<file path="src/rtl/coin_acceptor_pkg.sv">
// coin_pkg: coin denominations, credit values and acceptor state encoding.
package coin_pkg;

    localparam int CREDIT_UNIT_CENTS = 5;

    typedef enum logic [1:0] {
        COIN_5C  = 2'b00,
        COIN_10C = 2'b01,
        COIN_25C = 2'b10,
        COIN_50C = 2'b11
    } coin_code_t;

    localparam logic [3:0] COIN_VALUE_5C  = 4'd1;
    localparam logic [3:0] COIN_VALUE_10C = 4'd2;
    localparam logic [3:0] COIN_VALUE_25C = 4'd5;
    localparam logic [3:0] COIN_VALUE_50C = 4'd10;

    typedef enum logic [3:0] {
        S_IDLE    = 4'b0001,
        S_COLLECT = 4'b0010,
        S_VEND    = 4'b0100,
        S_REFUND  = 4'b1000
    } state_t;

    function automatic logic [3:0] coin_value(input logic [1:0] code);
        return code == COIN_5C  ? COIN_VALUE_5C  :
               code == COIN_10C ? COIN_VALUE_10C :
               code == COIN_25C ? COIN_VALUE_25C : COIN_VALUE_50C;
    endfunction

endpackage

</file>
<file path="src/rtl/coin_timeout_timer.sv">
// coin_timeout_timer: idle counter that flags expiry after TIMEOUT_CYCLES enabled cycles without clear.
module coin_timeout_timer #(
    parameter int TIMEOUT_CYCLES = 1000
) (
    input  logic clk,
    input  logic rst_n,
    input  logic en,
    input  logic clear,
    output logic expire
);

    localparam int W = $clog2(TIMEOUT_CYCLES);

    logic [W-1:0] count;

    assign expire = en && count == W'(TIMEOUT_CYCLES - 1);

    always_ff @(posedge clk or negedge rst_n) begin
        if (!rst_n)
            count <= '0;
        else if (clear)
            count <= '0;
        else if (en && !expire)
            count <= count + W'(1);
    end

endmodule

</file>
<file path="src/rtl/coin_acceptor.sv">
// coin_acceptor: validates coins, accumulates credit, pays the fare to the turnstile and refunds change.
// Idle refund timer is built only when COIN_ACCEPTOR_TIMEOUT_EN is defined.
module coin_acceptor
    import coin_pkg::*;
#(
    parameter int CREDIT_W       = 8,
    parameter int FARE           = 10,
    parameter int TIMEOUT_CYCLES = 1000
) (
    input  logic                clk,
    input  logic                rst_n,
    input  logic                coin_valid_i,
    input  logic [1:0]          coin_code_i,
    input  logic                cancel_i,
    input  logic                locked_i,
    input  logic                change_ready_i,
    output logic                coin_o,
    output logic                reject_o,
    output logic                change_valid_o,
    output logic [CREDIT_W-1:0] change_o,
    output logic [CREDIT_W-1:0] credit_o
);

    localparam logic [CREDIT_W-1:0] FARE_C = CREDIT_W'(FARE);

    if (FARE < 1 || FARE > 2**CREDIT_W - 1 || TIMEOUT_CYCLES < 2) begin : g_cfg_err
        $error("coin_acceptor: illegal FARE/TIMEOUT_CYCLES configuration");
    end

    state_t              state, state_n;
    logic [CREDIT_W-1:0] credit, credit_n, value;
    logic [CREDIT_W:0]   sum;
    logic                fits, coin_n, reject_n, expire;

    assign value    = CREDIT_W'(coin_value(coin_code_i));
    assign sum      = {1'b0, credit} + {1'b0, value};
    assign fits     = !sum[CREDIT_W];
    assign credit_o = credit;

`ifdef COIN_ACCEPTOR_TIMEOUT_EN
    coin_timeout_timer #(.TIMEOUT_CYCLES(TIMEOUT_CYCLES)) u_timer (
        .clk    (clk),
        .rst_n  (rst_n),
        .en     (state == S_COLLECT),
        .clear  (coin_valid_i || state != S_COLLECT),
        .expire (expire)
    );
`else
    assign expire = 1'b0;
`endif

    always_comb begin
        state_n  = state;
        credit_n = credit;
        coin_n   = 1'b0;
        reject_n = 1'b0;
        case (state)
            S_IDLE: begin
                if (coin_valid_i) begin
                    if (fits) begin
                        credit_n = sum[CREDIT_W-1:0];
                        state_n  = credit_n >= FARE_C ? S_VEND : S_COLLECT;
                    end else
                        reject_n = 1'b1;
                end
            end
            S_COLLECT: begin
                // a coin landing with cancel is credited before the refund amount is taken
                if (coin_valid_i) begin
                    if (fits)
                        credit_n = sum[CREDIT_W-1:0];
                    else
                        reject_n = 1'b1;
                end
                if (cancel_i)
                    state_n = S_REFUND;
                else if (credit_n >= FARE_C)
                    state_n = S_VEND;
                else if (expire && !coin_valid_i)
                    state_n = S_REFUND;
            end
            S_VEND: begin
                reject_n = coin_valid_i;
                if (locked_i) begin
                    coin_n   = 1'b1;
                    credit_n = credit - FARE_C;
                    state_n  = credit_n != '0 ? S_REFUND : S_IDLE;
                end
            end
            S_REFUND: begin
                reject_n = coin_valid_i;
                if (change_ready_i) begin
                    credit_n = '0;
                    state_n  = S_IDLE;
                end
            end
            default: begin
                state_n  = S_IDLE;
                credit_n = '0;
            end
        endcase
    end

    always_ff @(posedge clk or negedge rst_n) begin
        if (!rst_n) begin
            state          <= S_IDLE;
            credit         <= '0;
            coin_o         <= 1'b0;
            reject_o       <= 1'b0;
            change_valid_o <= 1'b0;
            change_o       <= '0;
        end else begin
            state          <= state_n;
            credit         <= credit_n;
            coin_o         <= coin_n;
            reject_o       <= reject_n;
            change_valid_o <= state_n == S_REFUND;
            change_o       <= state_n == S_REFUND ? credit_n : '0;
        end
    end

endmodule

</file>
<file path="config.mk">
export PLATFORM = sky130hd
export DESIGN_NAME = coin_acceptor
export DESIGN_NICKNAME = d
export VERILOG_FILES = /design/src/rtl/coin_acceptor_pkg.sv /design/src/rtl/coin_timeout_timer.sv /design/src/rtl/coin_acceptor.sv
export SDC_FILE = /design/constraint.sdc
export NUM_CORES = 1
export LEC_CHECK = 0
export BUFFER_PORTS_ARGS = -buffer_cell sky130_fd_sc_hd__buf_2
export CAP_MARGIN = 5
export CORE_ASPECT_RATIO = 0.5
export CORE_UTILIZATION = 45
export CTS_CLUSTER_SIZE = 10
export DETAILED_ROUTE_END_ITERATION = 16
export MAX_ROUTING_LAYER = met4
export PLACE_DENSITY = 0.67
export SLEW_MARGIN = 15
export SYNTH_ARGS = -nofsm -noshare
export SYNTH_HDL_FRONTEND = slang
export SYNTH_SLANG_ARGS = --single-unit
export TNS_END_PERCENT = 30
</file>
<file path="constraint.sdc">
create_clock -name clk -period 4.9 [get_ports clk]
set_clock_uncertainty 0.2 [all_clocks]
set_input_delay 0.245 -clock clk [delete_from_list [all_inputs] [get_ports clk]]
set_output_delay 0.245 -clock clk [all_outputs]
set_load 0.02 [all_outputs]
</file>
[Yosys cells after proc, flatten, opt, wreduce, memory -nomap -nowiden]
Index checks and enable logic that the tools add are counted.
Cells by class
  order comparisons: 2
  equal/unequal tests: 7
  reduce and logical (&&, ||, !) cells: 4
  multiplexer cells: 24
  add/sub/neg operators: 2
Operators with widths (number)
  8-bit 2-to-1 mux: 6
  4-bit 2-to-1 mux: 10
  8-bit case mux with 4 select lines: 1
  8-bit by 4-bit >= comparator with 1-bit output (second input constant): 2
  4-bit case mux with 4 select lines: 1
  8-bit by 4-bit adder with 9-bit output: 1
  4-bit == test (second input constant): 2
  8-bit nonzero test: 1
  8-bit by 4-bit subtractor with 8-bit output (second input constant): 1
  4-bit by 1-bit == test with 1-bit output (second input constant): 1
  4-bit by 2-bit == test with 1-bit output (second input constant): 1
  4-bit by 3-bit == test with 1-bit output (second input constant): 1
  1-bit 2-to-1 mux: 4
  2-bit OR reduction: 2
  3-bit 2-to-1 mux: 1
  2-bit by 1-bit == test with 1-bit output (second input constant): 1
  2-bit == test (second input constant): 1
  2-bit zero test: 1
  1-bit case mux with 2 select lines: 1
Storage, ports and cells
  register bits after elaboration: 23
  output and inout bits: 19

[Depth between registers and ports, before layout]
Gate-level depths: netlist (run 1).
  depth after elaboration: 14
  depth in mapped cells: 9
  gate-level depth less buffers: 9

[Worst setup path after synthesis (run 1)]
Ideal clock, no wire load.
  kind: reg2reg
  start point: reg credit[0], in the netlist credit_o[0]
  end point: reg change_o[5]
  data arrival time: 2363 ps
  data required time: 4566 ps
  stages on the path, launching flop included: 9
  slack: 2203 ps
  clock period less this slack: 2697 ps
  cells stage by stage: dfrtp_1 > ha_1 > fa_1 > a211oi_2 > nor3_1 > and4b_1 > nor2_4 > a221oi_1 > nor2_1
On the way
  longest elaborated chain between the ends: 10
  elaborated cells between the ends (all ways): 20
Ends and longest elaborated chain
  start: declaration: line coin_acceptor.sv:31  | logic [CREDIT_W-1:0] credit, credit_n, value;
  start signal: assignment: line coin_acceptor.sv:114  | credit <= credit_n;
  8-bit by 4-bit adder with 9-bit output: line coin_acceptor.sv:36  | assign sum = {1'b0, credit} + {1'b0, value};
  8-bit 2-to-1 mux: line coin_acceptor.sv:60, coin_acceptor.sv:70
  8-bit 2-to-1 mux: line coin_acceptor.sv:69  | if (coin_valid_i) begin
  8-bit 2-to-1 mux: line coin_acceptor.sv:57  | case (state)
  8-bit by 4-bit >= comparator with 1-bit output: line coin_acceptor.sv:77  | else if (credit_n >= FARE_C)
  4-bit 2-to-1 mux: line coin_acceptor.sv:77
  4-bit 2-to-1 mux: line coin_acceptor.sv:75  | if (cancel_i)
  4-bit case mux with 4 select lines: line coin_acceptor.sv:57
  4-bit == test: line coin_acceptor.sv:118  | change_o <= state_n == S_REFUND ? credit_n : '0;
  8-bit 2-to-1 mux (*): line coin_acceptor.sv:118
  end signal: assignment: line coin_acceptor.sv:118
  end: declaration: line coin_acceptor.sv:20  | output logic [CREDIT_W-1:0] change_o,
Every way passes the cells marked *; elsewhere a longest branch is shown, timed or not. The select of a mux whose other input is x is not followed.

[Final worst setup path (run 1)]
Ends and elaborated chain as after synthesis.

==> flow_results.org, run 1 <==
** Run status
- Outcome :: completed

** Cells and area
- Excluding fillers, the count of instances in the completed layout stands at 252.
- Final #Nets :: 216
- Fraction of final layout cells sized beyond drive strength 1 :: 22.9%
- Relative area change from synthesis to final layout :: 9.23%
- ANT cells :: 0

** Setup path
- Largest fanout on the critical path :: 4
- For this run, the slowest stage of the critical path takes 0.43 ns.
- The worst setup path is captured at a register.
- Cell type group with the largest total delay on the critical path :: compound AO/OA/AOI/OAI gates
- The critical path goes through ha_1, fa_1, a211oi_2, nor3_1, and4b_1, nor2_4, a221oi_1, nor2_1.
- At the worst endpoint, the arrival time is 2.81 ns.
- The critical path is of the register to register type.
- Counting both buffers and inverters, the worst setup path holds a total of 0.
- Data required time at the worst endpoint :: 4.84 ns
- Setup crit start kind :: register
- Highest-delay cell along the critical path :: dfrtp_1

** Clocking
- For this design, the sink count on the clock tree is 23.
- TritonCTS built the clock tree.
- After clock tree synthesis, the clock-pin slew on the worst setup and hold paths is 0.09 ns.
- CTS placed an instance of clkbuf_8 at the clock tree root.
- CTS buffer count :: 3
- Once the clock tree was built, the resizer swapped 0 gates to a different size.
- The clock passes through at most 2 buffers.
- The clock reaches the later pin of the worst-skew pair after 0.27 ns.
- H-tree level count :: 1

** Die
- DIE AREA :: 0.00400 mm^2
- From left edge to right edge, the die measures 88.5 um.
- From bottom edge to top edge, the die measures 45.2 um.
- The total area inside the core boundary comes to 0.00351 mm^2.
- Number of I/O pins :: 27
- Row generation in the floorplan step produced 15 rows.
- For this configuration, the core starts out at a cell density of 47.9%.

** Drt
- Router iterations before antenna repair :: 4
- Routed wire length per instance :: 15.5 um
- Via count :: 1418
- Detail Route Antenna Nets :: 0
- Using the TritonRoute via totals, the vias-per-cell ratio works out to 5.63.
- Drt drc :: 0
- The first routing iteration left 141 violations.
- Final WL :: 3.91 mm

** Synth
- Syn Inst Count :: 179
- Synthesized net count :: 193
- Mean instance size in the synthesized netlist :: 9.39 um^2
- In this run, synthesis inferred 0 flip-flops with an integrated enable.
- Sequential-to-total area share from yosys stat :: 34.3%
- For this run, the leading register cell type out of synthesis is dfrtp_1.
- In this run the cell area of the synthesized design comes to 0.00168 mm^2.
- Synthesis instantiated 60 different standard cells from the library.
- YS warnings :: 0
- Number of register bits inferred by synthesis :: 23
- Async S/R FF share, synth :: 100%

** Placement
- Placer's final routability congestion estimate :: 0.867
- In this run the tool buffered the top-level ports with 26 buffer cells.
- Cell Count Post-Placement :: 247
- HPWL after DPL :: 2.89 mm

** Global route
- All-layer global routing usage :: 21.7%
- Vias in the first global route :: 1229
- The initial antenna violation count was 0.
- The first global-routing pass estimated 6.18 mm of wire.
- Maximum number of pins on one net before global-route repair :: 24
- Grt total ovfl :: 0

** Timing
- Setup total negative slack on the finished layout was measured at 0 ns.
- Post-layout minimum cycle time :: 2.86 ns
- Setup repair after global routing left no endpoint under its margin.
- Least-Margin Pin Slew :: 0.645 ns
- The max-slew violation count was 0.
- Of the available clock period, the critical path in the final layout requires 58.4%.
- Setup violations remaining at the end of the flow were counted as 0.
- Final hold analysis gives a worst-case slack of 0.141 ns.
- Worst-case headroom to the max-slew limit :: 56.7%
- Peak Freq :: 349 MHz
- The final hold violation count was 0.

** Worst hold path
- Kind of path behind the tightest hold check :: input port to register

** Flow run
- Maximum capacitance violations :: 0

** Pwr
- Max rail drop VDD :: 129 uV
- For this design the ratio of total power to cell area is 481 mW/mm^2.
- For this design the static power due to leakage is 0.861 nW.
==> final timing paths <==
check | from | endpoint | slack (ns) | cells past startpoint
max in group asynchronous | rst_n | state[0]$_DFF_PN1_ | 3.87 | 2
max reg2reg | credit_o[0]$_DFF_PN0_ | change_o[5]$_DFF_PN0_ | 2.04 | 8
min in group asynchronous | rst_n | change_valid_o$_DFF_PN0_ | 0.27 | 2
min reg2reg | credit_o[0]$_DFF_PN0_ | credit_o[0]$_DFF_PN0_ | 0.45 | 1
min | coin_valid_i | reject_o$_DFF_PN0_ | 0.14 | 3
max | credit_o[0]$_DFF_PN0_ | change_o[5]$_DFF_PN0_ | 2.04 | 8
==> logic make-up after synthesis <==
group	after synthesis	synth area share (%)
flops	23	34.3
simple gates	79	27.4
compound gates	44	21.0
mux	3	1.93
fa+ha+maj	6	4.91
buf+inv	19	7.89
xor+xnor	5	2.60
==> per-layer routing <==
metal	up-vias	global-route usage, %	routed length (um)
met5	-	-	0
li1	697	-	-
met4	0	6.77	52
met2	45	29.2	1570
met1	670	32.9	2080
met3	6	2.93	212
==> layout make-up <==
| cell class | instances | area (um^2) |
|---|---|---|
| Timing Repair Buffer | 27 | 140 |
| Sequential cell | 23 | 577 |
| Fill cell | 330 | 1670 |
| Tap cell | 51 | 63.8 |
| Clock buffer | 3 | 41.3 |
| Inverter | 10 | 37.5 |
| Clock inverter | 1 | 5.00 |
| Multi-Input combinational cell | 137 | 972 |
==> flip-flops by register name, indices dropped and copies added (netlist names) <==
signal / cells
state: 4
change_valid_o: 1
coin_o: 1
change_o: 8
reject_o: 1
credit_o: 8
==> power breakdown <==
part           switching, mW  total (mW)  internal (mW)
clock network         0.0672       0.124         0.0570
registers             0.0839       0.309          0.225
logic                  0.256       0.450          0.194
==> through the flow <==
stage	setup slack, ns	power, mW	util, %	cell area (um^2)
2_1_floorplan	2.20	0.667	-	1680
3_3_place_gp	2.14	0.753	50.7	1780
3_5_place_dp	2.03	0.754	50.7	1780
4_1_cts	2.05	0.877	52.3	1840
5_1_grt	1.93	0.939	52.3	1840
6_report	2.04	0.883	52.3	1840
==> cells in the mapped netlist (2+ instances only) <==
master | n | share of area, %
nand2_1 | 9 | 2.0
nor3_1 | 9 | 2.7
nand2b_1 | 3 | 1.1
buf_6 | 3 | 2.0
a21oi_1 | 7 | 2.1
o21a_1 | 3 | 1.3
and2_1 | 3 | 1.1
buf_4 | 2 | 0.89
inv_1 | 9 | 2.0
ha_1 | 5 | 3.7
dfrtp_1 | 22 | 33
a211oi_2 | 2 | 1.5
o31ai_1 | 3 | 1.3
clkbuf_8 | 3 | 2.5
xor2_1 | 2 | 1.0
nor4b_1 | 3 | 1.6
a221o_1 | 4 | 2.4
nor2b_1 | 11 | 4.1
xnor2_1 | 3 | 1.6
o21ai_0 | 7 | 2.1
o21ba_2 | 2 | 1.2
nor4_1 | 5 | 1.9
nor2_1 | 19 | 4.2
nand3_1 | 4 | 1.2
==> cell usage in the layout, fill, tap and decap left out, types with 2 or more instances in the layout <==
master	instances
o21ai_0	7
nand3_1	4
clkbuf_8	3
o31ai_1	3
xor2_1	2
ha_1	5
nand2_1	9
o21ba_2	2
nor3_1	9
nor2_1	19
nor2b_1	11
inv_1	9
and2_1	3
a221o_1	4
buf_2	26
a211oi_2	2
xnor2_1	3
o21a_1	3
dfrtp_1	22
nor4_1	5
a21oi_1	7
nor4b_1	3
nand2b_1	3
==> worst reg2reg max path, cell delays in order (launching register included) <==
cell and delay [ns]:
dfrtp_1 0.43, ha_1 0.24, fa_1 0.42, a211oi_2 0.42
nor3_1 0.20, and4b_1 0.34, nor2_4 0.06, a221oi_1 0.32
nor2_1 0.09
==> timing repair <==
action | CTS | global route
endpoints found under the hold margin | 22 | 0
setup buffers | 0 | 0
setup endpoints to repair | 0 | 0
hold buffers | 1 | 0
(Power assumes the default switching activity.)
==> run 2: changes to the inputs <==
- ABC_AREA: not set -> 1
- PLACE_DENSITY: 0.67 -> 0.7
- clock period: 4.9 -> 2.44 ns (I/O delays scaled with it)
==> flow_results.org, run 2 <==
** Synth
- Mean instance size in the synthesized netlist :: 7.44 um^2 (was 9.39 um^2)
- Mux contribution to synthesized area :: 0% (was 1.93%)
- Main combinational cell family by area after synthesis :: simple AND/OR/NAND/NOR gates (unchanged)
- Count of different cell masters after synthesis :: 34 (was 60)
- Simple-gate share of the synthesized area :: 30.6% (was 27.4%)
- Adder and majority cell fraction of the synthesized area :: 5.19% (was 4.91%)
- The share of synthesized flip-flops with an asynchronous set or reset was 100% (unchanged).
- The cell type with the highest aggregate area in the netlist is dfrtp_1 (unchanged).
- Number of synthesized flops with an enable pin :: 0 (unchanged)
- The leading register cell type out of synthesis was dfrtp_1 (unchanged).
- The cell with the most instances after synthesis is nand2_1 (was dfrtp_1).
- The synthesized-area fraction occupied by xor and xnor cells is 4.40% (was 2.60%).
- The post-synthesis register bit count was 23 (unchanged).
- Syn Inst Count :: 214 (was 179)
- Cell area after synthesis :: 0.00159 mm^2 (was 0.00168 mm^2)
- The net count of the mapped netlist is 228 (was 193).
- Top cell types by occurrence after synthesis: nand2_1 (49), inv_1 (41), dfrtp_1 (22) (was dfrtp_1 (22), nor2_1 (19), nor2b_1 (11)).
- The area fraction of the dominant cell type after synthesis was 34.6% (was 32.7%).
- The sequential cell area fraction in the yosys report is 36.2% (was 34.3%).
- Top post-synthesis cells by area: dfrtp_1 (35%), nand2_1 (12%), inv_1 (9.7%), nand3_1 (5.7%), ha_1 (3.9%) (was dfrtp_1 (33%), nor2_1 (4.2%), nor2b_1 (4.1%), ha_1 (3.7%), nor3_1 (2.7%)).
- The number of warnings issued by yosys was 0 (unchanged).
- Compound-Gate Fraction of Synth Area :: 12.3% (was 21.0%)

** Drt
- The via total after detailed routing was 1550 (was 1418).
- Detail Route Antenna Nets :: 0 (unchanged)
- The average wire length per cell after detail routing was 13.1 um (was 15.5 um).
- Number of vias per cell after detailed routing :: 5.00 (was 5.63)
- The total wirelength of the detailed-routed design came to 4.05 mm (was 3.91 mm).
- The detailed-router iteration count before antenna repair is 4 (unchanged).
- Number of DRC markers in iteration 0 :: 141 (unchanged)
- The remaining routing DRC violations is 0 (unchanged).

** Flow run
- The max-capacitance violation count was 0 (unchanged).

** Cells and area
- Post-layout instance count excluding filler cells :: 310 (was 252)
- The antenna cell count is 0 (unchanged).
- The area of the multi-input gates is 892 um^2 (was 972 um^2).
- Leading cell types in the layout, fill and taps excluded :: nand2_1 (49), inv_1 (41), buf_2 (26), dfrtp_1 (21), nand3_1 (17) (was buf_2 (26), dfrtp_1 (22), nor2_1 (19), nor2b_1 (11))
- The layout overhead on the synthesized area is 28.1% (was 9.23%).
- Post-route design area :: 0.00204 mm^2 (was 0.00184 mm^2)
- The number of nets in the layout is 277 (was 216).
- The number of fill cells was 292 (was 330).
- Seq. cell area :: 578 um^2 (was 577 um^2)
- Fraction of final layout cells sized beyond drive strength 1 :: 30.2% (was 22.9%)
- Most common cell after layout, fill and taps aside :: nand2_1 (was buf_2)

** Die
- The core footprint came to 0.00319 mm^2 (was 0.00351 mm^2).
- DIE AREA :: 0.00379 mm^2 (was 0.00400 mm^2)
- The effective utilization at floorplan is 49.9% (was 47.9%).
- The cell row count came to 14 (was 15).
- The y dimension of the die is 44.1 um (was 45.2 um).
- The number of I/O pins was 27 (unchanged).
- Die X-Extent :: 86.1 um (was 88.5 um)

** Worst hold path
- The path category of the worst min-delay check is input port to register (unchanged).
- The number of cells traversed by the worst hold path was 4 (was 3).

** Global route
- The global-route wire length before repair came to 6.58 mm (was 6.18 mm).
- Vias in the first global route :: 1399 (was 1229)
- All-layer global routing usage :: 23.8% (was 21.7%)
- The initial antenna violation count is 0 (unchanged).
- Grt total ovfl :: 0 (unchanged)
- The largest net degree at the start of global routing was 24 (unchanged).

** Placement
- The number of port buffers was 26 (unchanged).
- HPWL after DPL :: 3.12 mm (was 2.89 mm)
- Minimum setup slack after placement :: -0.207 ns (was 2.03 ns)
- Placer's final routability congestion estimate :: 0.920 (was 0.867)
- The number of cells in the design after placement came to 298 (was 247).
- Placed inst area :: 0.00185 mm^2 (was 0.00178 mm^2)

** Setup path
- Reg2Reg Depth :: 13 (was 8)
- Largest fanout on the critical path :: 10 (was 4)
- The data arrival at the endpoint of the critical path is 2.48 ns (was 2.81 ns).
- Worst setup path category :: register to register (unchanged)
- The sort of element at the end of the critical path is a register (unchanged).
- The critical path required time came to 2.43 ns (was 4.84 ns).
- The startpoint class of the critical path was a register (unchanged).

** Timing
- Peak Freq :: 402 MHz (was 349 MHz)
- RSZ-0062 raised after global routing: yes (was no).
- The final period demand of the worst path came to 2.49 ns (was 2.86 ns).
- Endpoints failing hold :: 0 (unchanged)
- The max-slew violation count was 0 (unchanged).
- The final setup violation count is 10 (was 0).
- The slew at the pin with the worst max-slew slack was 0.515 ns (was 0.645 ns).
- The final clock period utilization by the worst path came to 102% (was 58.4%).
- Worst-case headroom to the max-slew limit :: 65.7% (was 56.7%)
- The final setup slack of the worst path is -0.0477 ns (was 2.04 ns).
- The setup TNS is -0.337 ns (was 0 ns).

** Run status
- Outcome: finished, violations left (was completed).
- The final reports fail on setup timing.

** Clocking
- Cell chosen for the clock root :: clkbuf_8 (unchanged)
- CTS buffer count :: 3 (unchanged)
- H-tree level count :: 1 (unchanged)
- Clock tree from TritonCTS :: built (unchanged)
- The clock net sink count came to 23 (unchanged).
- Latest clock arrival within the worst-skew pair :: 0.27 ns (about the same)
- Clock transition at the register clock pins on the worst setup and hold paths after CTS :: 0.09 ns (about the same)
- Number of buffers on the longest clock path :: 2 (unchanged)

** Pwr
- PwrDens :: 970 mW/mm^2 (was 481 mW/mm^2)
- Pwr Total :: 1.98 mW (was 0.883 mW)
- Reported leakage power :: 1.11 nW (was 0.861 nW)
- Max rail drop VDD :: 345 uV (was 129 uV)
## run 2: path summary, 6_finish.rpt
path                                    endpoint                  start  slack (ns)
hold reg to reg               state[2]$_DFF_PN0_     state[2]$_DFF_PN0_        0.44
min in group asynchronous  credit_o[5]$_DFF_PN0_                  rst_n        0.16
hold / removal                state[2]$_DFF_PN0_               locked_i        0.01
setup / recovery           change_o[0]$_DFF_PN0_  credit_o[0]$_DFF_PN0_       -0.05
setup reg to reg           change_o[0]$_DFF_PN0_  credit_o[0]$_DFF_PN0_       -0.05
max in group asynchronous  credit_o[0]$_DFF_PN0_                  rst_n        1.51
## run 2: where the power goes
part / switching [mW] / internal (mW) / total, mW / leakage [nW]
combinational: 0.741 / 0.417 / 1.16 / 0.778
clock: 0.122 / 0.114 / 0.236 / 0.0255
sequential: 0.103 / 0.480 / 0.583 / 0.308
## run 2: timing repair
action,4_1_cts,5_1_grt
setup buffers,4,1
endpoints found under the setup margin,12,12
hold buffers,3,0
pin swaps,2,2
gates resized for setup,8,8
endpoints found under the hold margin,26,0
## run 2: routing by layer
layer  wire [um]  global-route usage [%]  up-vias
li1            -                       -      771
met1        2100                    35.7      729
met2        1680                    34.1       48
met3         260                    3.92        2
met4          15                    4.00        0
met5           0                       -        -
## run 2: critical path, cell delays in order (launching register included)
cell and delay [ns]:
dfrtp_2 0.43, ha_4 0.17, fa_2 0.34, nand3_2 0.10
nand3_4 0.10, a21oi_4 0.22, nand3_2 0.12, nand2_1 0.08
nand2_1 0.06, nor2_2 0.14, nand3_1 0.10, nand2_2 0.09
nand2_4 0.11, a21oi_2 0.15
## run 2: metrics by stage
| step | hold slack (ns) | util, % |
|---|---|---|
| global route | 0.0454 | 63.9 |
| CTS | 0.00464 | 62.5 |
| finish | 0.0116 | 63.9 |
| global placement | -0.0770 | 58.2 |
| detailed placement | -0.0723 | 58.2 |
| floorplan | -0.374 | - |
## run 2: final cells by class
| class | count | area share, % |
|---|---|---|
| clock buffers | 3 | 2.03 |
| inverters | 43 | 7.92 |
| clock inverters | 1 | 0.246 |
| multi-input cells | 146 | 43.8 |
| flip-flops and latches | 23 | 28.4 |
| well taps | 48 | 2.95 |
| repair buffers | 46 | 14.7 |
## run 2: kinds of logic after synthesis
family,Yosys count
XOR/XNOR,8
AND/OR/NAND/NOR,101
flip-flops,23
AO/OA/AOI/OAI,31
buffers and inverters,45
adder cells (fa/ha/maj),6
==> run 3: changes to the inputs <==
- PLACE_DENSITY: 0.7 -> 0.67
- SLEW_MARGIN: 15 -> 20
- clock period: 2.44 -> 3 ns (I/O delays scaled with it)
==> flow_results.org, run 3 (synthesis gave the netlist of run 2 again) <==
** Drt
- The highest metal layer with signal wires is met4 (unchanged).
- The detailed-router iteration count before antenna repair is 4 (unchanged).
- The met1 wire length came to 2.17 mm (was 2.10 mm).
- Number of DRC markers in iteration 0 :: 101 (was 141)
- Met2 Routed Length :: 1.55 mm (was 1.68 mm)
- The sum of met3 wire segment lengths after detailed routing is 166 um (was 260 um).
- Drt drc :: 0 (unchanged)
- Detail Route Antenna Nets :: 0 (unchanged)
- Final WL :: 3.92 mm (was 4.05 mm)
- The via count normalized by instance count was 4.87 (was 5.00).
- The via total after detailed routing is 1428 (was 1550).
- The average wire length per cell after detail routing was 13.4 um (was 13.1 um).

** Clocking
- Buffers inserted during post-CTS setup optimization :: 0 (was 4)
- Clock tree from TritonCTS :: built (unchanged)
- The total of cells resized after clock tree synthesis came to 0 (was 8).
- Number of buffers on the longest clock path :: 2 (unchanged)
- H-tree level count :: 1 (unchanged)
- Latest clock arrival within the worst-skew pair :: 0.26 ns (was 0.27 ns)
- The number of hold-repair buffers added at the cts stage came to 3 (unchanged).
- Number of clock sinks :: 23 (unchanged)
- Clock transition at the register clock pins on the worst setup and hold paths after CTS :: 0.09 ns (about the same)
- The number of CTS-inserted buffers is 3 (unchanged).
- Cell chosen for the clock root :: clkbuf_8 (unchanged)

** Setup path
- Sequence of cells on the critical path: ha_1, fa_1, nand3_2, nand3_4, a21oi_4, nand3_2, nand2_1, nand2_1, nor2_2, nand3_1, nand2_2, nand2_4, a21oi_1 (was ha_4, fa_2, nand3_2, nand3_4, a21oi_4, nand3_2, nand2_1, nand2_1, nor2_2, nand3_1, nand2_2, nand2_4, a21oi_2).
- Data required time at the worst endpoint :: 2.98 ns (was 2.43 ns)
- The largest stage delay on the critical path is 0.44 ns (was 0.43 ns).
- Highest-delay cell along the critical path :: dfrtp_1 (was dfrtp_2)
- Setup crit start kind :: register (unchanged)
- Largest fanout on the critical path :: 10 (unchanged)
- Crit path DAT :: 2.73 ns (was 2.48 ns)
- Kind of end point of the critical path :: register (unchanged)
- Worst setup path category :: register to register (unchanged)

** Die
- The horizontal die dimension is 86.1 um (unchanged).
- The y dimension of the die is 44.1 um (unchanged).
- Number of standard-cell rows in the floorplan :: 14 (unchanged)
- The core footprint came to 0.00319 mm^2 (unchanged).
- The number of I/O pins is 27 (unchanged).
- The effective utilization at floorplan was 49.9% (unchanged).
- The area of the die came to 0.00379 mm^2 (unchanged).

** Cells and area
- Most common cell after layout, fill and taps aside :: nand2_1 (unchanged)
- The antenna cell count came to 0 (unchanged).
- The number of nets in the layout is 260 (was 277).
- The area of the multi-input gates came to 835 um^2 (was 892 um^2).
- Leading cell types in the layout, fill and taps excluded: nand2_1 (49), inv_1 (41), buf_2 (26), dfrtp_1 (22), nand3_1 (18) (was nand2_1 (49), inv_1 (41), buf_2 (26), dfrtp_1 (21), nand3_1 (17)).
- The area occupied by registers is 577 um^2 (was 578 um^2).
- Relative area change from synthesis to final layout :: 15.6% (was 28.1%)
- The ratio of cells with drive above 1 in the final layout came to 20.0% (was 30.2%).
- The number of fill cells was 331 (was 292).

** Global route
- Grt total ovfl :: 0 (unchanged)
- Initial antenna violation count :: 0 (unchanged)
- Maximum number of pins on one net before global-route repair :: 24 (unchanged)
- Global-route wire length before repair :: 6.54 mm (was 6.58 mm)
- Vias in the first global route :: 1330 (was 1399)
- The global router's overall resource usage came to 24.0% (was 23.8%).

** Timing
- Endpoints failing hold :: 0 (unchanged)
- Post-layout minimum cycle time :: 2.75 ns (was 2.49 ns)
- Number of setup violations in the final report :: 0 (was 10)
- The max-slew violation count came to 0 (unchanged).
- Final Worst Setup Slack :: 0.249 ns (was -0.0477 ns)
- Total Neg Setup Slack :: 0 ns (was -0.337 ns)
- The maximum frequency from static timing analysis was 363 MHz (was 402 MHz).
- RSZ-0062 raised after global routing :: no (was yes)
- The tightest slew margin relative to the limit was 66.6% (was 65.7%).
- The final clock period utilization by the worst path came to 91.7% (was 102%).
- Least-Margin Pin Slew :: 0.501 ns (was 0.515 ns)

** Placement
- The worst setup timing slack at the placement stage was 0.307 ns (was -0.207 ns).
- HPWL after DPL :: 3.17 mm (was 3.12 mm)
- The number of port buffers was 26 (unchanged).
- Placer's final routability congestion estimate :: 0.903 (was 0.920)

** Pwr
- The leakage component of the power was 1.02 nW (was 1.11 nW).
- The total power density per cell area is 808 mW/mm^2 (was 970 mW/mm^2).
- Max rail drop VDD :: 211 uV (was 345 uV)

** Run status
- Outcome: completed (was finished, violations left).

** Flow run
- The max-capacitance violation count is 0 (unchanged).

** Worst hold path
- The path category of the worst min-delay check was input port to register (unchanged).
-- run 3: changes by cell type in the layout (fill, tap and decap cells not counted), moves of 2 or more --
| cell | delta |
|---|---|
| o21ai_0 | +3 |
| buf_4 | -16 |
| o21ai_1 | -2 |
| a21oi_1 | +7 |
| a21oi_2 | -7 |
-- run 3: worst paths after layout --
check | endpoint | depth (start not counted) | from | slack [ns]
setup / recovery | change_o[0]$_DFF_PN0_ | 13 | credit_o[0]$_DFF_PN0_ | 0.25
hold / removal | coin_o$_DFF_PN0_ | 3 | locked_i | 0.03
setup reg to reg | change_o[0]$_DFF_PN0_ | 13 | credit_o[0]$_DFF_PN0_ | 0.25
hold reg to reg | state[2]$_DFF_PN0_ | 4 | state[2]$_DFF_PN0_ | 0.44
max in group asynchronous | state[0]$_DFF_PN1_ | 2 | rst_n | 2.05
min in group asynchronous | credit_o[6]$_DFF_PN0_ | 2 | rst_n | 0.18
-- run 3: critical path: cells and delay by family, from the launching register on --
| kind | cells | cell delay [ns] |
|---|---|---|
| AND/OR/NAND/NOR | 9 | 0.92 |
| adder cells (fa/ha/maj) | 2 | 0.66 |
| flip-flops | 1 | 0.44 |
| AO/OA/AOI/OAI | 2 | 0.46 |
-- run 3: per-layer routing --
layer  vias to the layer above  track usage, %
met4                         0            6.00
met1                       642            37.5
met3                         2            2.99
met5                         -               -
met2                        40            32.2
li1                        744               -
-- run 3: cell type report --
cell class / count / area share (%)
multi-input combinational: 146 / 45.4
sequential: 23 / 31.4
inverter: 43 / 8.78
timing repair buffer: 29 / 8.71
tap: 48 / 3.27
clock buffer: 3 / 2.24
clock inverter: 1 / 0.272
-- run 3: power breakdown --
part	leakage, nW	internal [mW]	switching (mW)
clock	0.0255	0.0926	0.101
sequential	0.310	0.389	0.100
combinational	0.684	0.255	0.549
-- run 3: per-stage QoR --
step	total power, mW	std cells	area (um^2)	utilization [%]	hold slack [ns]
2_1_floorplan	1.05	214	1590	-	-0.346
3_3_place_gp	1.28	286	1760	55.3	-0.0586
3_5_place_dp	1.28	286	1760	55.3	-0.0454
4_1_cts	1.48	293	1840	57.7	0.0229
5_1_grt	1.61	293	1840	57.7	0.0416
6_report	1.49	293	1840	57.7	0.0304
